===== config.mk =====
export PLATFORM = sky130hd
export DESIGN_NAME = fetch_unit
export DESIGN_NICKNAME = d
export VERILOG_FILES = /design/src/rtl/fetch_unit.sv
export SDC_FILE = /design/constraint.sdc
export NUM_CORES = 1
export LEC_CHECK = 0
export CORE_MARGIN = 10
export CORE_UTILIZATION = 37
export CTS_BUF_LIST = sky130_fd_sc_hd__clkbuf_4 sky130_fd_sc_hd__clkbuf_8 sky130_fd_sc_hd__clkbuf_16
export CTS_CLUSTER_DIAMETER = 80
export DETAILED_ROUTE_END_ITERATION = 8
export HOLD_SLACK_MARGIN = 0.03
export PLACE_DENSITY_LB_ADDON = 0.3
export SYNTH_ARGS = -nofsm -noshare
export SYNTH_HDL_FRONTEND = slang
export SYNTH_SLANG_ARGS = --single-unit

===== constraint.sdc =====
create_clock -name clk -period 1.5 [get_ports clk]
set_input_delay 0.3 -clock clk [delete_from_list [all_inputs] [get_ports clk]]
set_output_delay 0.3 -clock clk [all_outputs]
set_load 0.005 [all_outputs]

===== src/rtl/fetch_unit.sv =====
// Instruction fetch stage: PC register, registered instruction/PC output with
// ready/valid handshake to decode, branch redirect, and halt-on-opcode.
module fetch_unit #(
  parameter logic [7:0] RESET_PC    = 8'd0,
  parameter logic [5:0] HALT_OPCODE = 6'h3F
) (
  input  logic        clk,
  input  logic        reset,
  output logic [7:0]  imem_addr,
  input  logic [31:0] imem_instr,
  input  logic        branch_taken,
  input  logic [7:0]  branch_target,
  input  logic        decode_ready,
  output logic [31:0] instr_out,
  output logic [7:0]  pc_out,
  output logic        instr_valid,
  output logic        halted
);

  typedef enum logic [0:0] {
    RUN    = 1'b0,
    HALTED = 1'b1
  } state_t;

  state_t      state_q, state_d;
  logic [7:0]  pc_q, pc_d;
  logic [7:0]  pc_out_q, pc_out_d;
  logic [31:0] instr_q, instr_d;
  logic        valid_q, valid_d;
  logic        halted_q, halted_d;
  logic        load_s;

  function automatic logic is_halt(input logic [31:0] instr);
    return (instr[31:26] == HALT_OPCODE);
  endfunction

  assign imem_addr   = pc_q;
  assign instr_out   = instr_q;
  assign pc_out      = pc_out_q;
  assign instr_valid = valid_q;
  assign halted      = halted_q;

  assign load_s = (state_q == RUN) && (!valid_q || decode_ready) && !branch_taken;

  // Next-state: branch redirect beats load and stall; halt freezes the PC.
  always_comb begin
    state_d  = state_q;
    pc_d     = pc_q;
    pc_out_d = pc_out_q;
    instr_d  = instr_q;
    valid_d  = valid_q;
    case (state_q)
      RUN: begin
        if (branch_taken) begin
          pc_d    = branch_target;
          valid_d = 1'b0;
        end else if (load_s) begin
          instr_d  = imem_instr;
          pc_out_d = pc_q;
          valid_d  = 1'b1;
          if (is_halt(imem_instr)) begin
            state_d = HALTED;
            pc_d    = pc_q;
          end else begin
            pc_d = pc_q + 8'd1;
          end
        end else begin
          valid_d = valid_q;
        end
      end
      HALTED: begin
        if (valid_q && decode_ready) begin
          valid_d = 1'b0;
        end else begin
          valid_d = valid_q;
        end
      end
      default: begin
        state_d = RUN;
        valid_d = 1'b0;
      end
    endcase
    halted_d = (state_d == HALTED);
  end

  // State and output registers with asynchronous reset.
  always_ff @(posedge clk or posedge reset) begin
    if (reset) begin
      state_q  <= RUN;
      pc_q     <= RESET_PC;
      pc_out_q <= 8'h00;
      instr_q  <= 32'h0000_0000;
      valid_q  <= 1'b0;
      halted_q <= 1'b0;
    end else begin
      state_q  <= state_d;
      pc_q     <= pc_d;
      pc_out_q <= pc_out_d;
      instr_q  <= instr_d;
      valid_q  <= valid_d;
      halted_q <= halted_d;
    end
  end

endmodule


* Yosys cells after proc, flatten, opt, wreduce, memory -nomap -nowiden
Cells that the tools add are included.
** Operators by class
- Add/subtract/negate cells :: 1
- Equality and inequality tests :: 4
- Muxes and demuxes :: 11
- Bitwise operators :: 2
- Reductions and logical operators :: 10
** Operators with widths (number)
- 8-bit two-way mux :: 3
- 8-bit by 1-bit adder with 8-bit output, second input constant :: 1
- 1-bit two-way mux :: 7
- 6-bit equality test, second input constant :: 1
- 3-bit AND reduction :: 2
- 1-bit logical AND :: 3
- 3-bit inequality test, second input constant :: 1
- 1-bit logical NOT :: 2
- 2-bit by 1-bit inequality test with 1-bit output, second input constant :: 1
- 2-bit inequality test, second input constant :: 1
- 1-bit NOT :: 2
- 1-bit case mux with 2 select lines :: 1
- 2-bit AND reduction :: 1
- 2-bit nonzero test :: 1
- 1-bit logical OR :: 1
** Word-level totals
- Flip-flop bits (word level) :: 50

* Depth between registers and ports, before layout
Gate-level depths: netlist of run 1.
- Depth after elaboration :: 7
- Gate-level depth with buffers :: 5
- Gate-level depth less buffers :: 5

* Worst setup path before layout of run 1
Ideal clock, no wire load.
- Kind :: register -> register
- Start :: register pc_q[2] (netlist: imem_addr[2])
- End :: register pc_q[7] (netlist: imem_addr[7])
- Setup time :: 132 ps
- Arrival time :: 1286 ps
- Path slack :: 82 ps
- Stages on the path, launching flop included :: 5
- Clock period less this slack :: 1418 ps
- Cell sequence :: dfrtp_1 > and4_4 > nand4_4 > o211ai_2 > or3b_1
** Between the ends
- Cells in the longest elaborated chain, start to end :: 4
** RTL lines
- start: declaration :: RTL line 26 : logic [7:0] pc_q, pc_d;
- start signal: assignment :: RTL line 97 : pc_q <= pc_d;
- 8-bit by 1-bit adder with 8-bit output :: RTL line 65 : pc_d = pc_q + 8'd1;
- 8-bit two-way mux :: RTL line 61 : if (is_halt(imem_instr)) begin
- 8-bit two-way mux :: RTL line 57 : end else if (load_s) begin
- 8-bit two-way mux :: RTL line 54 : if (branch_taken) begin
Every way passes these cells. The select of a mux whose other input is x is not followed.
A chain may end at the register's enable or synchronous reset.

* Worst setup path in the final report of run 1
- Start :: register pc_out_q[7] (netlist: pc_out[7])
- End :: output pc_out[7]
** RTL lines
- start: declaration :: RTL line 27 : logic [7:0] pc_out_q, pc_out_d;
- start signal: assignment :: RTL line 98 : pc_out_q <= pc_out_d;
- end: declaration :: RTL line 15 : output logic [7:0] pc_out,
No word-level cell between the ends.

==> flow_metrics.tcl, run 1 <==
set metrics [dict create \
    wire_per_inst_microns 15.9 \
    vias_per_cell 4.75 \
    cap_violations 0 \
    finalHoldViolations 0 \
    r2r_cells 5 \
    stdcell_area_sq_mm 0.00345 \
    overflow 0 \
    cp.required_ps 1200 \
    avgSynthCellArea_sq_um 13.5 \
    final_cell_mix "clkdlybuf4s50_1 (68), dfrtp_1 (48), mux2_2 (40), dlymetal6s2s_1 (18), buf_4 (18)" \
    synth_seq_cells 50 \
    hp-start "imem_instr[27]" \
    cts_buffers 5 \
    crit_slowest_cell "clkdlybuf4s50_1" \
    cp-end-kind "output port" \
    remaining_drc_errors 0 \
    power.density_mw_per_mm2 737 \
    rsz0062_at_grt "true" \
    synth_edf_count 0 \
    drive_above_1_share 0.294 \
    cp_num_buf_inv 1 \
    htreeDepth 2 \
    yosysTopAreaCell "dfrtp_1" \
    ys_top_cells_by_area "dfrtp_1 (60%), mux2_2 (21%), o21ai_0 (2.6%)" \
    tightest_slew_ps 330 \
    worstPathCellList "clkdlybuf4s50_1" \
    synth_area_sq_mm 0.00210 \
    die_area_sq_mm 0.00909 \
    grt_pass1_wl_mm 8.69 \
    fp-row-count 27 \
    die_w_microns 95.3 \
    ys_types 30 \
    leakage_nw 1.80 \
    synthArstFlopShare 1.00 \
    critPathKind "reg -> out" \
    final_common_cell "clkdlybuf4s50_1" \
    fin_crit_ps 1460 \
    finalHoldWorstSlack_ps 293 \
    drt-pass1-iter-count 3 \
    grt_pass1_vias 1748 \
    fmax_ghz 0.684 \
    slew_violations 0 \
    relSlewSlack 0.780 \
    setup_viol 0 \
    die_h_microns 95.3 \
    num_antenna_cells 0 \
    cp-start-kind "flip-flop" \
    core_sq_mm 0.00551 \
    drtIter0Drc 53 \
    placed_area_sq_mm 0.00327 \
    dpl.hpwl_mm 4.32 \
    routabilityCongestion 0.790 \
    cts_hold_buf 0 \
    cts_max_path_buffers 2 \
    antenna_found_initial 0 \
    vias 1635 \
    ys_warn_count 0 \
    whs_path_depth 2 \
    synthToLayoutAreaGrowth_pct 64.1 \
    r2r_start "imem_addr[2]" \
    grt_max_degree 27 \
    fin_tns_setup_ps 0 \
    insertion_delay_ps 290 \
    syn_inst 155 \
    holdCritPathClass "in -> reg" \
    root_buffer "clkbuf_8" \
    cts_sinks 50 \
    fin_nets 316 \
    globalRouteTotalUtil 0.120 \
    postRouteAntennaNets 0 \
    ir_worst_vdd_mv 0.641 \
    initial_core_util 0.381 \
    fin_crit_sh 0.974 \
    cts.clk_slew.worst_paths_ps 90 \
    portBuffers 93 \
    critPathMaxFanout 2 \
    status "complete, no violations" \
    worstSetupStartpoint "pc_out[7]" \
    cp_top_family "buffers and inverters" \
    ys_seq_area_frac 0.596 \
    cp.arrival_ps 1160 \
    critPathMaxStageDelay_ps 530 \
    crit_cells 1 \
    fin_skew_ps 5.90 \
    p_total_mw 2.54 \
    ioPinCount 94 \
    cts_tree "yes" \
    syn_nets 200 \
    synth.top_cell.area_share 0.596 \
    wirelength_mm 5.46 \
    synth_ff_type "dfrtp_1" \
]
[report_power, final]
| part | switching (mW) | internal, mW | total [mW] |
|---|---|---|---|
| Combinational | 0.0999 | 0.222 | 0.322 |
| Clock | 0.415 | 0.391 | 0.806 |
| Sequential | 0.0201 | 1.39 | 1.41 |
[cell usage after synthesis (2+ instances only)]
master	count
a21oi_1	7
nand2_1	9
nor3_1	2
buf_2	5
dfrtp_1	50
mux2_2	40
inv_1	3
mux2i_1	2
o21ai_0	11
nand3_1	3
nor2_1	4
[layout make-up]
cell class              count  area, sq um
inverters                   3         15.0
well taps                  72         90.1
clock inverters             1         5.00
repair buffers            115         1170
fillers                   433         2060
clock buffers               7         90.1
multi-input cells          96          818
flip-flops and latches     50         1250
[flip-flops by register name (all words and copies together), names as in the netlist]
name	cells
imem_addr	8
instr_valid	1
halted	1
pc_out	8
instr_out	32
[what timing repair did]
item | in CTS | in global routing
endpoints found under the setup margin | 10 | 21
gates resized for setup | 9 | 21
pin swaps | 0 | 2
setup buffers | 4 | 0
cloned | 0 | 0
[path summary, 6_finish.rpt]
check	to	slack [ps]
min in group asynchronous	instr_out[27]	330
max	pc_out[7]	40
min reg2reg	instr_out[23]	500
max reg2reg	imem_addr[7]	110
min	instr_out[27]	290
max in group asynchronous	imem_addr[6]	750
[routing by layer]
metal / global-route usage / vias to the layer above / part of all wire
li1: - / 792 / -
met1: 0.132 / 793 / 0.40
met2: 0.207 / 50 / 0.50
met3: 0.0628 / 0 / 0.11
met4: 0.0150 / 0 / 0
met5: 0 / - / 0
[cells by family after synthesis]
kind of cell | count (synthesis) | share of synthesized area
muxes | 42 | 0.224
and+or+nand+nor | 27 | 0.0751
buffers and inverters | 9 | 0.0191
DFF | 50 | 0.596
adders and majority gates | 1 | 0.00596
AOI/OAI and AO/OA | 26 | 0.0799
[metrics by stage]
stage                     utilization  setup slack [ps]  std cells
after CTS                       0.616              5.06        344
after detailed placement        0.594              -303        332
after floorplan                     -              82.2        155
after global placement          0.594              -258        332
after global routing            0.626             -19.6        344
final                           0.626              38.8        344
Note: power is estimated with default switching activity, not from simulation.
==> inputs of run 2 (changes only) <==
CTS_CLUSTER_DIAMETER = 120   (was 80)
==> results of run 2 <==
The final DEF is identical to that of run 1; final timing and power are the same.
==> inputs of run 3 (changes only) <==
CORE_MARGIN = default   (was 10)
GPL_TIMING_DRIVEN = 0   (was default)
==> run 3 against run 2 <==
Effect of this change:
- worst setup slack worse by 11 ps
- die area shrank 34%
- first-iteration DRC count is 19% higher
- global-route usage increased by 4.5 points
- register-to-register slack worse by 70 ps
- non-clock buffer count rose by 2
- clock skew increased by 0.55 ps
- design area increased by 0.54%
- critical endpoint is now imem_addr[2]
- largest power group unchanged
- wire length is 11% lower
- worst hold slack better by 98 ps
- clock power increased by 18%
- highest routed layer is now met4
- sequential power is essentially flat
==> flow_metrics.tcl, run 3 (synthesis results as in run 1) <==
set metrics [dict create \
    num_antenna_cells 0 \
    cp-end-kind "output port" \
    critPathMaxFanout 3 \
    vias 1690 \
    power.density_mw_per_mm2 770 \
    holdCritPathClass "in -> reg" \
    remaining_drc_errors 0 \
    regArea_sq_mm 0.00126 \
    routabilityCongestion 0.766 \
    crit_slowest_cell "clkdlybuf4s50_1" \
    drive_above_1_share 0.321 \
    grt_max_degree 51 \
    cts_sinks 50 \
    cts_buffers 5 \
    rsz0062_at_grt "true" \
    die_area_sq_mm 0.00598 \
    antenna_found_initial 0 \
    cp.required_ps 1200 \
    cp_top_family "buffers and inverters" \
    fin_nets 318 \
    placed_area_sq_mm 0.00311 \
    final_common_cell "clkdlybuf4s50_1" \
    p_total_mw 2.67 \
    fin_crit_ps 1470 \
    stdcell_area_sq_mm 0.00346 \
    insertion_delay_ps 300 \
    htreeDepth 2 \
    dpl.hpwl_mm 3.38 \
    die_w_microns 77.3 \
    setup_viol 0 \
    worstPathCellList "clkdlybuf4s50_1" \
    grt_pass1_vias 1650 \
    slew_violations 0 \
    fill_cells 444 \
    critPathKind "reg -> out" \
    portBuffers 92 \
    initial_core_util 0.384 \
    postRouteAntennaNets 0 \
    cts_tree "yes" \
    core_sq_mm 0.00547 \
    cap_violations 0 \
    globalRouteTotalUtil 0.165 \
    fmax_ghz 0.679 \
    cts_hold_buf 0 \
    status "complete, no violations" \
    overflow 0 \
    ir_worst_vdd_mv 0.770 \
    wire_per_inst_microns 14.1 \
    synthToLayoutAreaGrowth_pct 65.0 \
    relSlewSlack 0.292 \
    drt-pass1-iter-count 4 \
    fp-row-count 27 \
    critPathMaxStageDelay_ps 500 \
    die_h_microns 77.3 \
    ioPinCount 94 \
    tightest_slew_ps 1060 \
    fin_skew_ps 6.45 \
    finalHoldViolations 0 \
    cp_num_buf_inv 1 \
    post-route-util 0.633 \
    grt_pass1_wl_mm 7.76 \
    final_cell_mix "clkdlybuf4s50_1 (61), dfrtp_1 (44), mux2_2 (40), dlymetal6s2s_1 (25), buf_4 (22)" \
    largest_reg_flops 32 \
    cts_max_path_buffers 2 \
    cp.arrival_ps 1170 \
    fin_crit_sh 0.982 \
    cts.clk_slew.worst_paths_ps 90 \
    wirelength_mm 4.88 \
    cp-start-kind "flip-flop" \
    drtIter0Drc 63 \
    multi_input_area_sq_um 831 \
    root_buffer "clkbuf_8" \
    leakage_nw 1.90 \
    vias_per_cell 4.88 \
]
## run 3: changes by cell type in the layout (fill, tap and decap cells not counted), sizes merged
cell           delta
dlygate4sd2       -1
bufinv            +1
inv               +1
clkdlybuf4s50     -7
buf               +1
dlymetal6s2s      +7
## run 3: metal layers
| layer | share of wire | track usage |
|---|---|---|
| met1 | 0.44 | 0.219 |
| met3 | 0.077 | 0.0565 |
| met2 | 0.48 | 0.262 |
| met5 | 0 | 0 |
| met4 | 0.0062 | 0.0358 |
## run 3: final cells by class
| cell class | count | share of cell area |
|---|---|---|
| Buffer | 6 | 0.0112 |
| Clock buffer | 5 | 0.0199 |
| Clock inverter | 3 | 0.0126 |
| Inverter | 3 | 0.00433 |
| Multi-Input combinational cell | 96 | 0.240 |
| Sequential cell | 50 | 0.363 |
| Tap cell | 72 | 0.0260 |
| Timing Repair Buffer | 111 | 0.323 |
## run 3: worst paths after layout
check                           cells past startpoint           start  slack [ps]       endpoint
worst max-delay path                                1    imem_addr[2]          30   imem_addr[2]
worst min-delay path                                2  imem_instr[27]         390  instr_out[27]
worst max register to register                      5    imem_addr[1]          40   imem_addr[7]
worst min register to register                      1       pc_out[6]         510      pc_out[6]
max in group asynchronous                           2           reset         280   imem_addr[2]
min in group asynchronous                           2           reset         590  instr_out[17]
## run 3: per-stage QoR
stage / hold WS [ps] / std cells / setup TNS, ps / worst slack (ps)
floorplan: 342 / 155 / 0 / 82.2
global placement: 485 / 319 / -19420 / -419
detailed placement: 492 / 319 / -20800 / -452
CTS: 379 / 339 / -1870 / -71.3
global route: 386 / 346 / -32.3 / -23.0
finish: 391 / 346 / 0 / 27.6
## run 3: repair_timing
action | in CTS | in global routing
resized for setup | 15 | 34
endpoints found under the setup margin | 50 | 77
pin swaps | 3 | 1
setup buffers | 12 | 7
## run 3: power breakdown
| group | internal, mW | switching (mW) | leakage (nW) |
|---|---|---|---|
| logic | 0.205 | 0.0978 | 1.20 |
| registers | 1.39 | 0.0197 | 0.644 |
| clock network | 0.500 | 0.454 | 0.0585 |
| total | 2.10 | 0.571 | 1.90 |
